--- src/rtl/conv_weight_loader.sv ---
// Kernel-weight loader: packs KSIZE*KSIZE signed weights from a word stream into
// one wide kernel bus, with an assembly slot and an output slot for overlap.
module conv_weight_loader #(
    parameter int DATA_W      = 32,
    parameter int WEIGHT_W    = 8,
    parameter int KSIZE       = 3,
    parameter int MAX_KERNELS = 4,
    localparam int WPK   = KSIZE * KSIZE,
    localparam int BPW   = DATA_W / WEIGHT_W,
    localparam int WPKW  = (WPK + BPW - 1) / BPW,
    localparam int IDX_W = (MAX_KERNELS > 1) ? $clog2(MAX_KERNELS) : 1,
    localparam int CNT_W = $clog2(MAX_KERNELS + 1)
) (
    input  logic                    i_clk,
    input  logic                    i_rst_n,
    input  logic                    i_start,
    input  logic [CNT_W-1:0]        i_num_k,
    input  logic                    i_w_valid,
    input  logic [DATA_W-1:0]       i_w_data,
    output logic                    o_w_ready,
    output logic                    o_k_valid,
    input  logic                    i_k_ready,
    output logic [WPK*WEIGHT_W-1:0] o_weights,
    output logic [IDX_W-1:0]        o_k_idx,
    output logic                    o_done,
    output logic [1:0]              o_dbg_state
);

    localparam int WC_W = (WPKW > 1) ? $clog2(WPKW) : 1;
    localparam logic [WC_W-1:0] LAST_WORD = WC_W'(WPKW - 1);

    typedef enum logic [1:0] {
        S_IDLE  = 2'd0,
        S_LOAD  = 2'd1,
        S_HOLD  = 2'd2,
        S_FLUSH = 2'd3
    } state_t;

    state_t                  state;
    state_t                  state_d;
    logic [WC_W-1:0]         word_cnt;
    logic [IDX_W-1:0]        asm_idx;
    logic [CNT_W-1:0]        num_k_q;
    logic [WPK*WEIGHT_W-1:0] asm_buf;
    logic [WPK*WEIGHT_W-1:0] asm_next;
    logic [CNT_W-1:0]        num_k_eff;
    logic                    accept;
    logic                    last_word;
    logic                    out_free;
    logic                    last_kernel;
    logic                    transfer;
    logic                    done_d;

    // Both ports use the same rule: a transfer happens on a rising edge where
    // valid and ready are both high; valid never waits on ready, and a raised
    // o_k_valid keeps o_weights/o_k_idx stable until it is accepted.
    assign o_w_ready   = (state == S_LOAD);
    assign o_dbg_state = state;

    assign num_k_eff   = (i_num_k > CNT_W'(MAX_KERNELS)) ? CNT_W'(MAX_KERNELS) : i_num_k;
    assign accept      = o_w_ready && i_w_valid;
    assign last_word   = (word_cnt == LAST_WORD);
    assign out_free    = !o_k_valid || i_k_ready;
    assign last_kernel = ((CNT_W'(asm_idx) + CNT_W'(1)) == num_k_q);

    // Merge the incoming word into the assembly image; byte 0 sits at the MSBs.
    always_comb begin
        int widx;
        widx     = 0;
        asm_next = asm_buf;
        if (accept) begin
            for (int j = 0; j < BPW; j++) begin
                widx = int'(word_cnt) * BPW + j;
                if (widx < WPK) begin
                    asm_next[(WPK-1-widx)*WEIGHT_W +: WEIGHT_W] =
                        i_w_data[(BPW-1-j)*WEIGHT_W +: WEIGHT_W];
                end
            end
        end
    end

    always_comb begin
        state_d  = state;
        transfer = 1'b0;
        done_d   = 1'b0;
        case (state)
            S_IDLE: begin
                if (i_start) state_d = (num_k_eff == '0) ? S_FLUSH : S_LOAD;
            end
            S_LOAD: begin
                if (accept && last_word) begin
                    if (out_free) begin
                        transfer = 1'b1;
                        state_d  = last_kernel ? S_FLUSH : S_LOAD;
                    end else begin
                        state_d  = S_HOLD;
                    end
                end
            end
            S_HOLD: begin
                if (out_free) begin
                    transfer = 1'b1;
                    state_d  = last_kernel ? S_FLUSH : S_LOAD;
                end
            end
            S_FLUSH: begin
                if (out_free) begin
                    done_d  = 1'b1;
                    state_d = S_IDLE;
                end
            end
            default: state_d = S_IDLE;
        endcase
    end

    always_ff @(posedge i_clk or negedge i_rst_n) begin
        if (!i_rst_n) begin
            state  <= S_IDLE;
            o_done <= 1'b0;
        end else begin
            state  <= state_d;
            o_done <= done_d;
        end
    end

    always_ff @(posedge i_clk or negedge i_rst_n) begin
        if (!i_rst_n) begin
            word_cnt <= '0;
            asm_idx  <= '0;
            num_k_q  <= '0;
            asm_buf  <= '0;
        end else begin
            if (state == S_IDLE && i_start && num_k_eff != '0) begin
                num_k_q  <= num_k_eff;
                word_cnt <= '0;
                asm_idx  <= '0;
            end
            if (accept) begin
                asm_buf  <= asm_next;
                word_cnt <= last_word ? '0 : word_cnt + WC_W'(1);
            end
            if (transfer) asm_idx <= asm_idx + IDX_W'(1);
        end
    end

    // Output slot: loads on transfer, empties on handshake otherwise.
    always_ff @(posedge i_clk or negedge i_rst_n) begin
        if (!i_rst_n) begin
            o_k_valid <= 1'b0;
            o_weights <= '0;
            o_k_idx   <= '0;
        end else if (transfer) begin
            o_k_valid <= 1'b1;
            o_weights <= asm_next;
            o_k_idx   <= asm_idx;
        end else if (i_k_ready) begin
            o_k_valid <= 1'b0;
        end
    end

endmodule

--- config.mk ---
export PLATFORM = sky130hd
export DESIGN_NAME = conv_weight_loader
export DESIGN_NICKNAME = d
export VERILOG_FILES = /design/src/rtl/conv_weight_loader.sv
export SDC_FILE = /design/constraint.sdc
export NUM_CORES = 1
export LEC_CHECK = 0
export CAP_MARGIN = 20
export CORE_UTILIZATION = 52
export DETAILED_ROUTE_END_ITERATION = 12
export PLACE_DENSITY = 0.88
export SLEW_MARGIN = 0
export SYNTH_ARGS = -nofsm -noshare
export SYNTH_HDL_FRONTEND = slang
export SYNTH_SLANG_ARGS = --single-unit
--- constraint.sdc ---
create_clock -name i_clk -period 2.86 [get_ports i_clk]
set_input_delay 0.572 -clock i_clk [delete_from_list [all_inputs] [get_ports i_clk]]
set_output_delay 0.572 -clock i_clk [all_outputs]
set_load 0.01 [all_outputs]
==> Yosys cells after proc, flatten, opt, wreduce, memory -nomap -nowiden <==
Index checks and enable logic that the tools add are counted.
{ "classes": {"addsub": 14, "order_cmp": 5, "eq_ne": 9, "shifts": 8, "mux": 31, "reduce_logical": 13} }
{ "op_table": {"columns": ["operator", "n"], "rows": [
  ["$mux 72", 8],
  ["$bwmux 72", 4],
  ["$shift 8x33->72 const A", 4],
  ["$shiftx 8x33->72", 4],
  ["$neg 9->33", 3],
  ["$neg 8->33", 1],
  ["$mux 2", 11],
  ["$sub 4x5->6 const A", 3],
  ["$lt 5x4->1 const B", 3],
  ["$add 4x2->5 const B", 2],
  ["$pmux 2 s4", 1],
  ["$eq 2x2->1 const B", 3],
  ["$ne 2x2->1 const B", 3],
  ["$reduce_bool 2->1", 3],
  ["$add 4x1->5 const B", 1],
  ["$mux 1", 5],
  ["$sub 4x4->5 const A", 1],
  ["$add 2x1->2 const B", 2],
  ["$logic_and 1x1->1", 4],
  ["$lt 4x4->1 const B", 1],
  ["$reduce_and 4->1", 1],
  ["$add 2x1->3 const B", 1],
  ["$eq 3x3->1", 1],
  ["$gt 3x3->1 const B", 1],
  ["9 further kinds", 9]
]} }
{ "totals": {"ff_bits": 157, "inputBits": 40, "out_inout_bits": 79, "elab_cells": 89} }

==> Logic depth before layout (Yosys ltp) <==
Gate-level depths: netlist (run 1).
{ "logic_depth": {"ltp_word": 15, "ltp_mapped": 8, "depth_no_buf": 6} }

==> Worst setup path after synthesis (run 1) <==
No wires, ideal clock.
{ "synth_timing": {"path_type": "reg-to-reg", "start": "register word_cnt[1]", "end": "register o_weights[70]", "setup_time_ps": 128, "t_arrival_ps": 2002, "required_time_ps": 2732, "slack_ps": 730, "stages_incl_launch_ff": 9, "n_path_buf": 2, "synth_period_minus_slack_ps": 2130, "cell_sequence": "dfrtp_1 inv_1 ha_1 and4b_1 buf_2 and3b_1 buf_2 a22o_1 mux2_1"} }
{ "synth_between": {"elab_chain_cells": 15, "elab_cells_between_ends": 39, "classes_between": "11 x add/sub; 4 x order compare; 1 x eq/ne; 8 x shift; 14 x mux; 1 x reduce/logical"} }
{ "synth_rtl": {"columns": ["item", "line_no", "rtl"], "rows": [
  ["start, declared", "41", "logic [WC_W-1:0] word_cnt;"],
  ["start signal, assigned", "140", "word_cnt <= last_word ? '0 : word_cnt + WC_W'(1);"],
  ["branches (longest 15 deep; another with $neg 9->33)", null, null],
  ["end signal, assigned", "154", "o_weights <= asm_next;"],
  ["end, declared", "23", "output logic [WPK*WEIGHT_W-1:0] o_weights,"]
]} }
Parallel ways; which one is timed is not known. The select of a mux whose other input is x is not followed.
A chain may end at the register's enable or synchronous reset.

==> Worst setup path in the final report (run 1) <==
{ "layout_timing": {"start": "register state[1], in the netlist o_dbg_state[1]", "end": "output o_w_ready"} }
{ "layout_between": {"elab_chain_cells": 1} }
{ "layout_rtl": {"columns": ["item", "line_no", "rtl"], "rows": [
  ["start, declared", "39", "state_t state;"],
  ["start signal, assigned", "121", "state <= state_d;"],
  ["$eq 2x1->1", "57", "assign o_w_ready = (state == S_LOAD);"],
  ["end, declared", "20", "output logic o_w_ready,"]
]} }
No other way between the ends.

==> impl_metrics.yaml, run 1 <==
timing:
  rsz0062_at_grt: "no"
  setup_violations: 0
  drv_slew: 0
  max_freq_mhz: 399
  worst_slew_pin_slew_ns: 0.685
  hold_viol: 0
  finClkSkew_ns: 0.00988
  slew-limit-headroom: 0.543
  fin_ws_ns: 0.351
  hold_slack_ns: 0.153
  finalCritPeriodShare: 0.877
  min_period_ns: 2.51
  setup_tns_ns: 0
synthesis:
  async_flop_share: 1.00
  ys_seq_area_frac: 0.630
  ys.flop_type: "dfrtp_1"
  syn_area_per_cell_sq_um: 14.3
  synth_top_area_frac: 0.630
  synthTopCellsByCount: "dfrtp_1 (157), mux2_2 (74), a22o_1 (65), nand2_1 (25), nor2b_1 (24)"
  synth_warnings: 0
  synth-seq-cells: 157
  yosys.area.top_type: "dfrtp_1"
  synth.area.top_cells: "dfrtp_1 (63%), mux2_2 (13%), a22o_1 (9.1%)"
  synth_edf_count: 0
  synth_nets: 488
  synthCells: 437
  synth.distinct_cells: 34
  synth.cell_area_sq_um: 6240
  post-synth-top-count-cell: "dfrtp_1"
floorplanning:
  start_util: 0.540
  die_w_um: 112
  coreArea_sq_um: 11600
  ios: 119
  fp.dieH_um: 112
  die_area_sq_um: 12400
  rows: 39
worst_setup_path:
  path_max_fanout: 10
  worst_r2r_path_depth: 6
  cpPeakStageDelay_ns: 0.60
  cp_slowest_cell: "clkdlybuf4s50_1"
  cpLargestDelayFamily: "buffers and inverters"
  arrival_ns: 1.94
  cp.depth: 3
  crit_chain: "inv_1 > ha_1 > clkdlybuf4s50_1"
  startpoint_type: "flop"
  criticalPathCategory: "flop to primary output"
  cp-end-kind: "primary output"
  cp_num_buf_inv: 2
  critPathRequiredTime_ns: 2.29
route:
  drc_errors: 6
  wire_per_inst_um: 19.6
  vias: 4092
  ant_nets: 0
  via_per_inst: 5.76
  drt_iter0_markers: 243
  wirelength_um: 13900
  firstDrtPassIters: 9
run_status:
  status: "finished with violations"
  violations: "DRC"
clock_network:
  cts_root_buf: "clkbuf_16"
  cts_buffers: 17
  cts_tree: "done"
  insertion_delay_ns: 0.42
  clockBufferDepth: 2
  postCtsSetupBuffers: 0
  cts.sinks: 157
  holdBufCountCts: 0
  path_clk_slew_ns: 0.06
  post_cts_resized: 0
  htreeDepth: 4
final_layout:
  drive_gt1_frac: 0.210
  fillers: 755
  diodes: 0
  seqCellArea_sq_um: 3930
  final_nets: 607
  final_util: 0.706
  multi_input_area_sq_um: 2150
  syn_to_final_growth_pct: 30.8
power:
  finalPower_mw: 8.89
  peakVddDrop_v: 0.000590
  power_density_nw_per_um2: 1090
  leakagePower_nw: 3.81
run:
  drv_cap: 0
placement:
  globalplace.congestion: 0.804
  place_hpwl_um: 8630
  pre_cts_ws_ns: 0.220
  io_buffers: 118
global_route:
  grt_pass1_wl_um: 23300
  grt_usage: 0.245
  grt-ovfl-total: 0
  first_global_vias: 4455
  antenna_found_initial: 0
  grt_max_degree: 79
min_path:
  hold_class: "primary input to async pin"
[cell usage in the layout (no fill, tap or decap), drive strengths merged, types with 2 or more instances in the layout]
cell             n
mux2            75
a21oi            2
o21ai           14
a22o            65
and3b            2
inv              9
nand3            6
dfrtp          157
clkinvlp         3
and2             2
nor2             2
nand2b           3
clkinv           4
nor2b           24
nand2           25
clkdlybuf4s50  117
bufinv           4
clkbuf          18
xnor2            2
ha              11
nand3b           2
buf              8
[final timing paths]
kind / startpoint / to / slack (ns)
max: o_dbg_state[1] / o_w_ready / 0.35
min: i_rst_n / asm_buf[6] / 0.15
max reg2reg: o_dbg_state[1] / o_weights[59] / 0.38
min reg2reg: asm_buf[2] / asm_buf[2] / 0.49
max in group asynchronous: i_rst_n / asm_buf[36] / 1.93
min in group i_clk: asm_buf[2] / asm_buf[2] / 0.49
[layout make-up]
type,instances,share of cell area
repair buffers,125,0.154
clock buffers,18,0.0526
multi-input cells,248,0.263
inverters,7,0.00322
flip-flops and latches,157,0.481
clock inverters,13,0.0235
well taps,143,0.0219
[cell families after synthesis]
kind of cell,synth area share
flops,0.630
compound gates,0.113
mux,0.135
simple gates,0.0670
buf+inv,0.0285
fa+ha+maj,0.0221
xor+xnor,0.00421
[where the power goes]
| group | switching (mW) | internal [mW] |
|---|---|---|
| registers | 0.429 | 3.05 |
| clock network | 0.889 | 1.46 |
| logic | 1.38 | 1.68 |
[flip-flops by register name, indices dropped and copies added, names as in the netlist]
name and count:
asm_buf 72, o_weights 72, num_k_q 3, asm_idx 2
o_dbg_state 2, o_k_idx 2, word_cnt 2, o_done 1
o_k_valid 1
[stage by stage]
step | cell area, sq um | cells
floorplan | 6240 | 437
global placement | 7540 | 680
detailed placement | 7540 | 680
CTS | 8160 | 711
global route | 8160 | 711
finish | 8160 | 711
[routing by layer]
metal,global-route usage,routed length (um),vias up
met3,0.0637,680,38
li1,-,-,1811
met5,0,0,-
met4,0.121,446,0
met1,0.301,5610,2112
met2,0.405,7200,131
Note: power is estimated with default switching activity, not from simulation.
==> run 2: changes to the inputs <==
Settings changed: HOLD_SLACK_MARGIN from default to 0.05, SETUP_SLACK_MARGIN from default to 0.2, TNS_END_PERCENT from default to 50.
==> results of run 2 <==
Same layout as run 1: the final DEF is identical, and so are final timing and power.
